**config.mk**
```make
export PLATFORM = sky130hd
export DESIGN_NAME = mem_stage
export DESIGN_NICKNAME = d
export VERILOG_FILES = /design/src/rtl/mem_stage.sv
export SDC_FILE = /design/constraint.sdc
export NUM_CORES = 1
export LEC_CHECK = 0
export CAP_MARGIN = 5
export CORE_MARGIN = 2
export CORE_UTILIZATION = 30
export CTS_BUF_LIST = sky130_fd_sc_hd__clkbuf_8
export CTS_CLUSTER_SIZE = 40
export DETAILED_ROUTE_END_ITERATION = 10
export PLACE_DENSITY = 0.69
export RECOVER_POWER = 50
export SLEW_MARGIN = 20
export SYNTH_ARGS = -nofsm -noshare
export SYNTH_HDL_FRONTEND = slang
export SYNTH_SLANG_ARGS = --single-unit
```
**constraint.sdc**
```tcl
create_clock -name clk -period 5.74 [get_ports clk]
set_input_delay 0.861 -clock clk [delete_from_list [all_inputs] [get_ports clk]]
set_output_delay 0.861 -clock clk [all_outputs]
set_load 0.005 [all_outputs]
```
**src/rtl/mem_stage.sv**
```systemverilog
// Byte-serial load/store pipeline stage between EX/MEM and MEM/WB, little-endian.
// Optional macro MEM_ALIGN_CHECK_EN rejects misaligned halfword/word accesses with a misalign pulse.
module mem_stage #(
  parameter int ADDR_W = 32
) (
  input  logic              clk,
  input  logic              rst,
  input  logic [4:0]        wd_i,
  input  logic              wreg_i,
  input  logic [31:0]       wdata_i,
  input  logic [7:0]        aluop_i,
  input  logic [31:0]       mem_addr_i,
  output logic [4:0]        wd_o,
  output logic              wreg_o,
  output logic [31:0]       wdata_o,
  output logic              stall_req_o,
  output logic              mem_req_o,
  output logic              mem_we_o,
  output logic [ADDR_W-1:0] mem_addr_o,
  output logic [7:0]        mem_wdata_o,
  input  logic              mem_gnt_i,
  input  logic [7:0]        mem_rdata_i,
  output logic              misalign_o
);

  localparam logic [7:0] OP_LB  = 8'b1110_0000;
  localparam logic [7:0] OP_LH  = 8'b1110_0001;
  localparam logic [7:0] OP_LW  = 8'b1110_0011;
  localparam logic [7:0] OP_LBU = 8'b1110_0100;
  localparam logic [7:0] OP_LHU = 8'b1110_0101;
  localparam logic [7:0] OP_SB  = 8'b1110_1000;
  localparam logic [7:0] OP_SH  = 8'b1110_1001;
  localparam logic [7:0] OP_SW  = 8'b1110_1011;

  typedef enum logic [1:0] {IDLE, REQ, LAST, DONE} state_t;

  state_t      state;
  logic [1:0]  cnt;
  logic [1:0]  rd_idx;
  logic        rd_pend;
  logic [31:0] ld_buf;

  logic        is_load, is_store, is_signed, is_mem, misaligned;
  logic [1:0]  last_idx;
  logic [31:0] load_ext;

  // NOTE: every combinational output gets a default first so no path leaves it unassigned (no latch).
  always_comb begin
    is_load   = 1'b0;
    is_store  = 1'b0;
    is_signed = 1'b0;
    last_idx  = 2'd0;
    case (aluop_i)
      OP_LB:   begin is_load = 1'b1; is_signed = 1'b1; end
      OP_LBU:  is_load = 1'b1;
      OP_LH:   begin is_load = 1'b1; is_signed = 1'b1; last_idx = 2'd1; end
      OP_LHU:  begin is_load = 1'b1; last_idx = 2'd1; end
      OP_LW:   begin is_load = 1'b1; last_idx = 2'd3; end
      OP_SB:   is_store = 1'b1;
      OP_SH:   begin is_store = 1'b1; last_idx = 2'd1; end
      OP_SW:   begin is_store = 1'b1; last_idx = 2'd3; end
      default: ;
    endcase
    is_mem = is_load | is_store;
`ifdef MEM_ALIGN_CHECK_EN
    misaligned = ((last_idx == 2'd1) && mem_addr_i[0]) ||
                 ((last_idx == 2'd3) && (mem_addr_i[1:0] != 2'b00));
`else
    misaligned = 1'b0;
`endif
  end

  function automatic logic [ADDR_W-1:0] addr_at(input logic [1:0] k);
    return mem_addr_i[ADDR_W-1:0] + ADDR_W'(k);
  endfunction

  // NOTE: sequential state uses non-blocking assignments so every register sees pre-edge values.
  always_ff @(posedge clk or negedge rst) begin
    if (!rst) begin
      state       <= IDLE;
      cnt         <= 2'd0;
      rd_idx      <= 2'd0;
      rd_pend     <= 1'b0;
      ld_buf      <= 32'd0;
      mem_req_o   <= 1'b0;
      mem_we_o    <= 1'b0;
      mem_addr_o  <= '0;
      mem_wdata_o <= 8'd0;
    end else begin
      // A read byte arrives one cycle after its grant, independent of the request FSM.
      if (rd_pend) ld_buf[8*rd_idx +: 8] <= mem_rdata_i;
      rd_pend <= 1'b0;
      case (state)
        IDLE: begin
          if (is_mem && misaligned) begin
            state <= DONE;
          end else if (is_mem) begin
            state       <= REQ;
            cnt         <= 2'd0;
            mem_req_o   <= 1'b1;
            mem_we_o    <= is_store;
            mem_addr_o  <= addr_at(2'd0);
            mem_wdata_o <= wdata_i[7:0];
          end
        end
        REQ: begin
          if (mem_gnt_i) begin
            rd_pend <= ~mem_we_o;
            rd_idx  <= cnt;
            if (cnt != last_idx) begin
              cnt         <= cnt + 2'd1;
              mem_addr_o  <= addr_at(cnt + 2'd1);
              mem_wdata_o <= wdata_i[8*(cnt + 2'd1) +: 8];
            end else begin
              mem_req_o <= 1'b0;
              mem_we_o  <= 1'b0;
              state     <= mem_we_o ? DONE : LAST;
            end
          end
        end
        LAST:    state <= DONE;
        DONE:    state <= IDLE;
        default: state <= IDLE;
      endcase
    end
  end

`ifdef MEM_ALIGN_CHECK_EN
  always_ff @(posedge clk or negedge rst) begin
    if (!rst) misalign_o <= 1'b0;
    else      misalign_o <= (state == IDLE) && is_mem && misaligned;
  end
`else
  assign misalign_o = 1'b0;
`endif

  always_comb begin
    case (last_idx)
      2'd0:    load_ext = is_signed ? {{24{ld_buf[7]}}, ld_buf[7:0]}   : {24'd0, ld_buf[7:0]};
      2'd1:    load_ext = is_signed ? {{16{ld_buf[15]}}, ld_buf[15:0]} : {16'd0, ld_buf[15:0]};
      default: load_ext = ld_buf;
    endcase
  end

  // Writeback info is suppressed while stalled so WB never commits an instruction twice.
  always_comb begin
    wd_o        = wd_i;
    wreg_o      = wreg_i;
    wdata_o     = wdata_i;
    stall_req_o = 1'b0;
    case (state)
      IDLE: begin
        if (is_mem) begin
          stall_req_o = 1'b1;
          wd_o        = 5'd0;
          wreg_o      = 1'b0;
          wdata_o     = 32'd0;
        end
      end
      REQ, LAST: begin
        stall_req_o = 1'b1;
        wd_o        = 5'd0;
        wreg_o      = 1'b0;
        wdata_o     = 32'd0;
      end
      default: begin
        if (is_load && !misalign_o) begin
          wreg_o  = wreg_i && (wd_i != 5'd0);
          wdata_o = load_ext;
        end else begin
          wreg_o  = 1'b0;
          wdata_o = 32'd0;
        end
      end
    endcase
  end

endmodule
```
# Word-level counts from Yosys, hierarchy flattened
# Cells that the tools add are included.
# op_classes
magnitude_cmp	0
eq_ne	17
add_sub_neg	4
n_mul	0
n_mux	43
shifts	3
div	0
bitwise	2
n_reduce_logical	15
# ops
op	n
32-bit two-way mux	7
32-bit one-hot mux with 2 select lines	3
8-bit == test, second input constant	8
5-bit negator with 34-bit output	1
8-bit by 34-bit variable shift with 32-bit output, first input constant	1
8-bit by 34-bit variable part select with 32-bit output	1
32-bit by 2-bit adder with 32-bit output	1
32-bit bitwise mux	1
32-bit by 7-bit variable part select with 8-bit output	1
8-bit two-way mux	3
8-bit one-hot mux with 2 select lines	1
1-bit two-way mux	13
2-bit two-way mux	6
5-bit one-hot mux with 2 select lines	1
2-bit inequality test, second input constant	4
1-bit one-hot mux with 2 select lines	4
2-bit one-hot mux with 2 select lines	2
2-bit one-hot mux with 4 select lines	1
4-bit AND reduction	2
2-bit OR reduction	3
3-bit OR reduction	2
5-bit two-way mux	1
5-bit nonzero test	1
5-bit OR reduction	1
12 further kinds	15
# totals
mem_count	0
ram_bits	0
reg_bits	81
out_inout_bits	82
mem_bits_ro	0
latch_bits	0

# Depth between registers and ports, before layout
# logic_depth
ltp_word	7
mapped_depth	11
depth_no_buf	8

# Worst setup path after synthesis
# OpenSTA, ideal clock, no wires.
# synth_path
path_type	input-to-output
from	in aluop_i[4]
to	out wdata_o[19]
stages	7
path_slack_ns	2.567
n_path_buf	2
arrival_ns	2.312
required_ns	4.879
path_cell_list	nand4b_1 nor2_1 and3_1 clkbuf_1 o21ai_1 clkbuf_1 o2bb2ai_1
# synth_between
elab_chain_cells	7
# synth_lines
item	line	source
start, declared	11	input logic [7:0] aluop_i,
8-bit == test	53	case (aluop_i)
3-bit OR reduction (no line) / 2-bit OR reduction (equally long branches)	--	
2-bit one-hot mux with 2 select lines / 1-bit two-way mux (equally long branches)	53	
2-bit by 1-bit == test with 1-bit output (tied with other cells)	138	case (last_idx)
32-bit one-hot mux with 2 select lines	138	
32-bit two-way mux	167	if (is_load && !misalign_o) begin
32-bit one-hot mux with 2 select lines (*)	151	case (state)
end, declared	15	output logic [31:0] wdata_o,
# Mark *: on every way between the ends. The rest lies on a longest branch, timed or not.

# Worst setup path after layout
# layout_path
from	in aluop_i[4]
to	out wdata_o[16]
# Same word-level chain as after synthesis.

==> impl_metrics.toml <==
[run]
cap_viol_max_count = 1

[route]
firstDrtPassIters = 5
vias_per_cell = 5.266
wl_met3_um = 1159
drt_iter0_drc = 386
dr_total_vias = 4476
top_layer = "met4"
drcViolationCount = 0
ant_nets = 0
drt-met1-wl_um = 6459
route.met2.wl_um = 7297
routedWlPerCell_um = 17.89
totalWireLength_um = 15200

[logic_synthesis]
ys_types = 56
synth_edf_count = 0
syn_area_um2 = 4842
yosysWarnings = 0
netlist_instances = 468
syn_avg_cell_area_um2 = 10.35
seq_area_frac_synth = 0.4186
synth_fp_nets = 568
synthArstFlopShare = 1.000
synth_ff_type = "dfrtp_1"
ys_ff_latch = 81

[power]
ir_worst_vdd_mv = 0.1400
powerDensity_nw_per_um2 = 362.0
p_leak_nw = 2.923

[timing]
setup_viol = 0
min_period_ns = 4.346
fin_worst_skew_ns = 0.01051
max_slew_margin = -1.554
worst-slew-pin-transition_ns = 3.831
setup_tns_ns = 0
hold_violations = 0
fin_crit_sh = 0.7571
fmax_mhz = 230.1
slew_violations = 82
rsz0062_at_grt = "false"

[clock_tree]
post_cts_buffers = 0
cts.sinks = 81
cts.path.max_buffers = 2
path_clk_slew_ns = 0.09
cts.repair.resized = 0
ctsHoldBuffers = 0
cts_tree = "done"
cts-root-buf = "clkbuf_8"
clock_latency_ns = 0.37
h-tree-depth = 3
cts_buffers = 9

[floorplan]
initial_core_util = 0.3059
ios = 171
fp-row-count = 46
floorplan.core_area_um2 = 15830
die-area_um2 = 17170
die_w_um = 131.0
die_h_um = 131.0

[finish]
final_area_um2 = 6938
multiInputGateArea_um2 = 2664
drive_above_1_share = 0.06467
final_nets = 729
area_delta_synth_final_pct = 43.28
antenna_cells = 0
stdcell_count = 850
nFillCells = 1496
ff_latch_area_um2 = 2027

[status]
status = "finished, violations left"
failed_checks = "max-capacitance violations, max-slew violations"

[global_routing]
gr-usage-all-layers = 0.1782
grt_pass1_wl_um = 23560
grt_pass1_vias = 4450
antenna_found_initial = 0
grt_max_degree = 82
grt_overflow = 0

[placement]
post_dp_cell_area_um2 = 6740
io_buffers = 169
place_inst = 834
routabilityCongestion = 0.8428
place_hpwl_um = 11460

[worst_setup_path]
cp-end-kind = "output port"
cp-start-kind = "input port"
crit_required_ns = 4.88
cp_max_fo = 16
critPathKind = "input port to output port"
rr_worst_depth = 7
crit_arrival_ns = 3.48

[min_path]
hold_depth = 1
hold_class = "flip-flop to flip-flop"
## synth_stat cells (3+ instances only)
master,instances,area (µm²)
nor2b_1,7,43.79
o221ai_1,3,26.28
nor4_1,6,37.54
nor4b_1,3,26.28
inv_1,17,63.81
mux2_1,35,394.1
mux2i_1,11,110.1
and4_1,3,26.28
nor3_1,11,55.05
xor2_1,12,105.1
a21oi_1,25,125.1
buf_2,4,20.02
nand3_1,9,45.04
clkbuf_1,9,33.78
dfrtp_1,81,2027
xnor2_1,19,166.4
buf_1,4,15.01
o21ai_0,6,30.03
mux2_2,6,67.56
nand4_1,8,50.05
buf_4,5,37.54
ha_1,10,125.1
o2bb2ai_1,24,210.2
nor2_1,41,153.9
a22o_1,41,359.1
nand2_1,27,101.4
## cells in the final DEF (no fill, tap or decap), types with 3 or more instances in the layout
cell	netlist	layout
nor4_2	2	3
xnor2_1	19	19
dlygate4sd3_1	0	21
clkbuf_8	0	9
dfrtp_1	81	81
and4_1	3	3
nand4_1	8	8
nor3_1	11	11
nor2_1	41	40
mux2_2	6	6
xor2_1	12	12
nor4_1	6	5
inv_1	17	17
o2bb2ai_1	24	24
a21oi_1	25	25
o221ai_1	3	3
nand3_1	9	9
o21ai_0	6	6
nand2_1	27	27
mux2_1	35	35
a22o_1	41	41
inv_6	0	3
ha_1	10	10
clkdlybuf4s50_1	0	147
nor2b_1	7	7
mux2i_1	11	11
## critical path, cell delays in order
cell,delay (ns)
clkdlybuf4s50_1,0.41
nand4b_1,0.42
nor2_1,0.24
and3_1,0.45
o21ai_2,0.32
o2bb2ai_1,0.24
clkdlybuf4s50_1,0.53
## flip-flops by register name, indices dropped and copies added (netlist names)
register,flops
ld_buf,32
mem_addr_o,32
mem_wdata_o,8
cnt,2
rd_idx,2
state,2
mem_req_o,1
mem_we_o,1
rd_pend,1
## through the flow
stage | setup WS [ns] | hold WS [ns] | util | total power [W]
6_report | 1.394 | 0.4867 | 0.4383 | 0.002512
5_1_grt | 0.6907 | 0.5076 | 0.4383 | 0.002682
4_1_cts | 1.216 | 0.4995 | 0.4384 | 0.002567
3_5_place_dp | 1.265 | 0.4800 | 0.4259 | 0.002112
3_3_place_gp | 1.402 | 0.4765 | 0.4251 | 0.002074
2_1_floorplan | 2.567 | 0.4619 | - | 0.001388
## per-layer routing
layer  vias up  track usage
met5         -            0
met4         0      0.05695
met3        22      0.04642
met2       188       0.2959
met1      2210       0.2270
li1       2056            -
## path summary, 6_finish.rpt
| path | start | end | slack [ns] |
|---|---|---|---|
| setup / recovery | aluop_i[4] | wdata_o[16] | 1.39 |
| hold / removal | mem_addr_o[14] | mem_addr_o[14] | 0.49 |
| setup reg to reg | state[1] | mem_addr_o[26] | 2.45 |
| hold reg to reg | mem_addr_o[14] | mem_addr_o[14] | 0.49 |
| max in group asynchronous | rst | ld_buf[13] | 1.57 |
| min in group asynchronous | rst | mem_req_o | 2.04 |
## power by group
| part | internal, W | total [W] | switching [W] |
|---|---|---|---|
| combinational | 0.000684 | 0.00122 | 0.000532 |
| sequential | 0.000736 | 0.000859 | 0.000123 |
| clock | 0.000205 | 0.000438 | 0.000232 |
## layout make-up
cell class,instances,area share
clock buffer,9,0.01785
clock inverter,7,0.01082
inverter,17,0.009197
multi-input combinational,347,0.3839
sequential,81,0.2922
tap,216,0.03895
timing repair buffer,173,0.2471
## logic make-up (layout without fill, tap and decap cells)
logic type	count (synthesis)	after routing	synth area share
mux	53	53	0.1227
flops	81	81	0.4186
fa+ha+maj	11	11	0.02997
simple gates	136	136	0.1527
buf+inv	40	206	0.03747
xor+xnor	31	31	0.05607
other cells	1	1	0.0007745
compound gates	115	115	0.1817
Power figures use the tool's default switching activity.
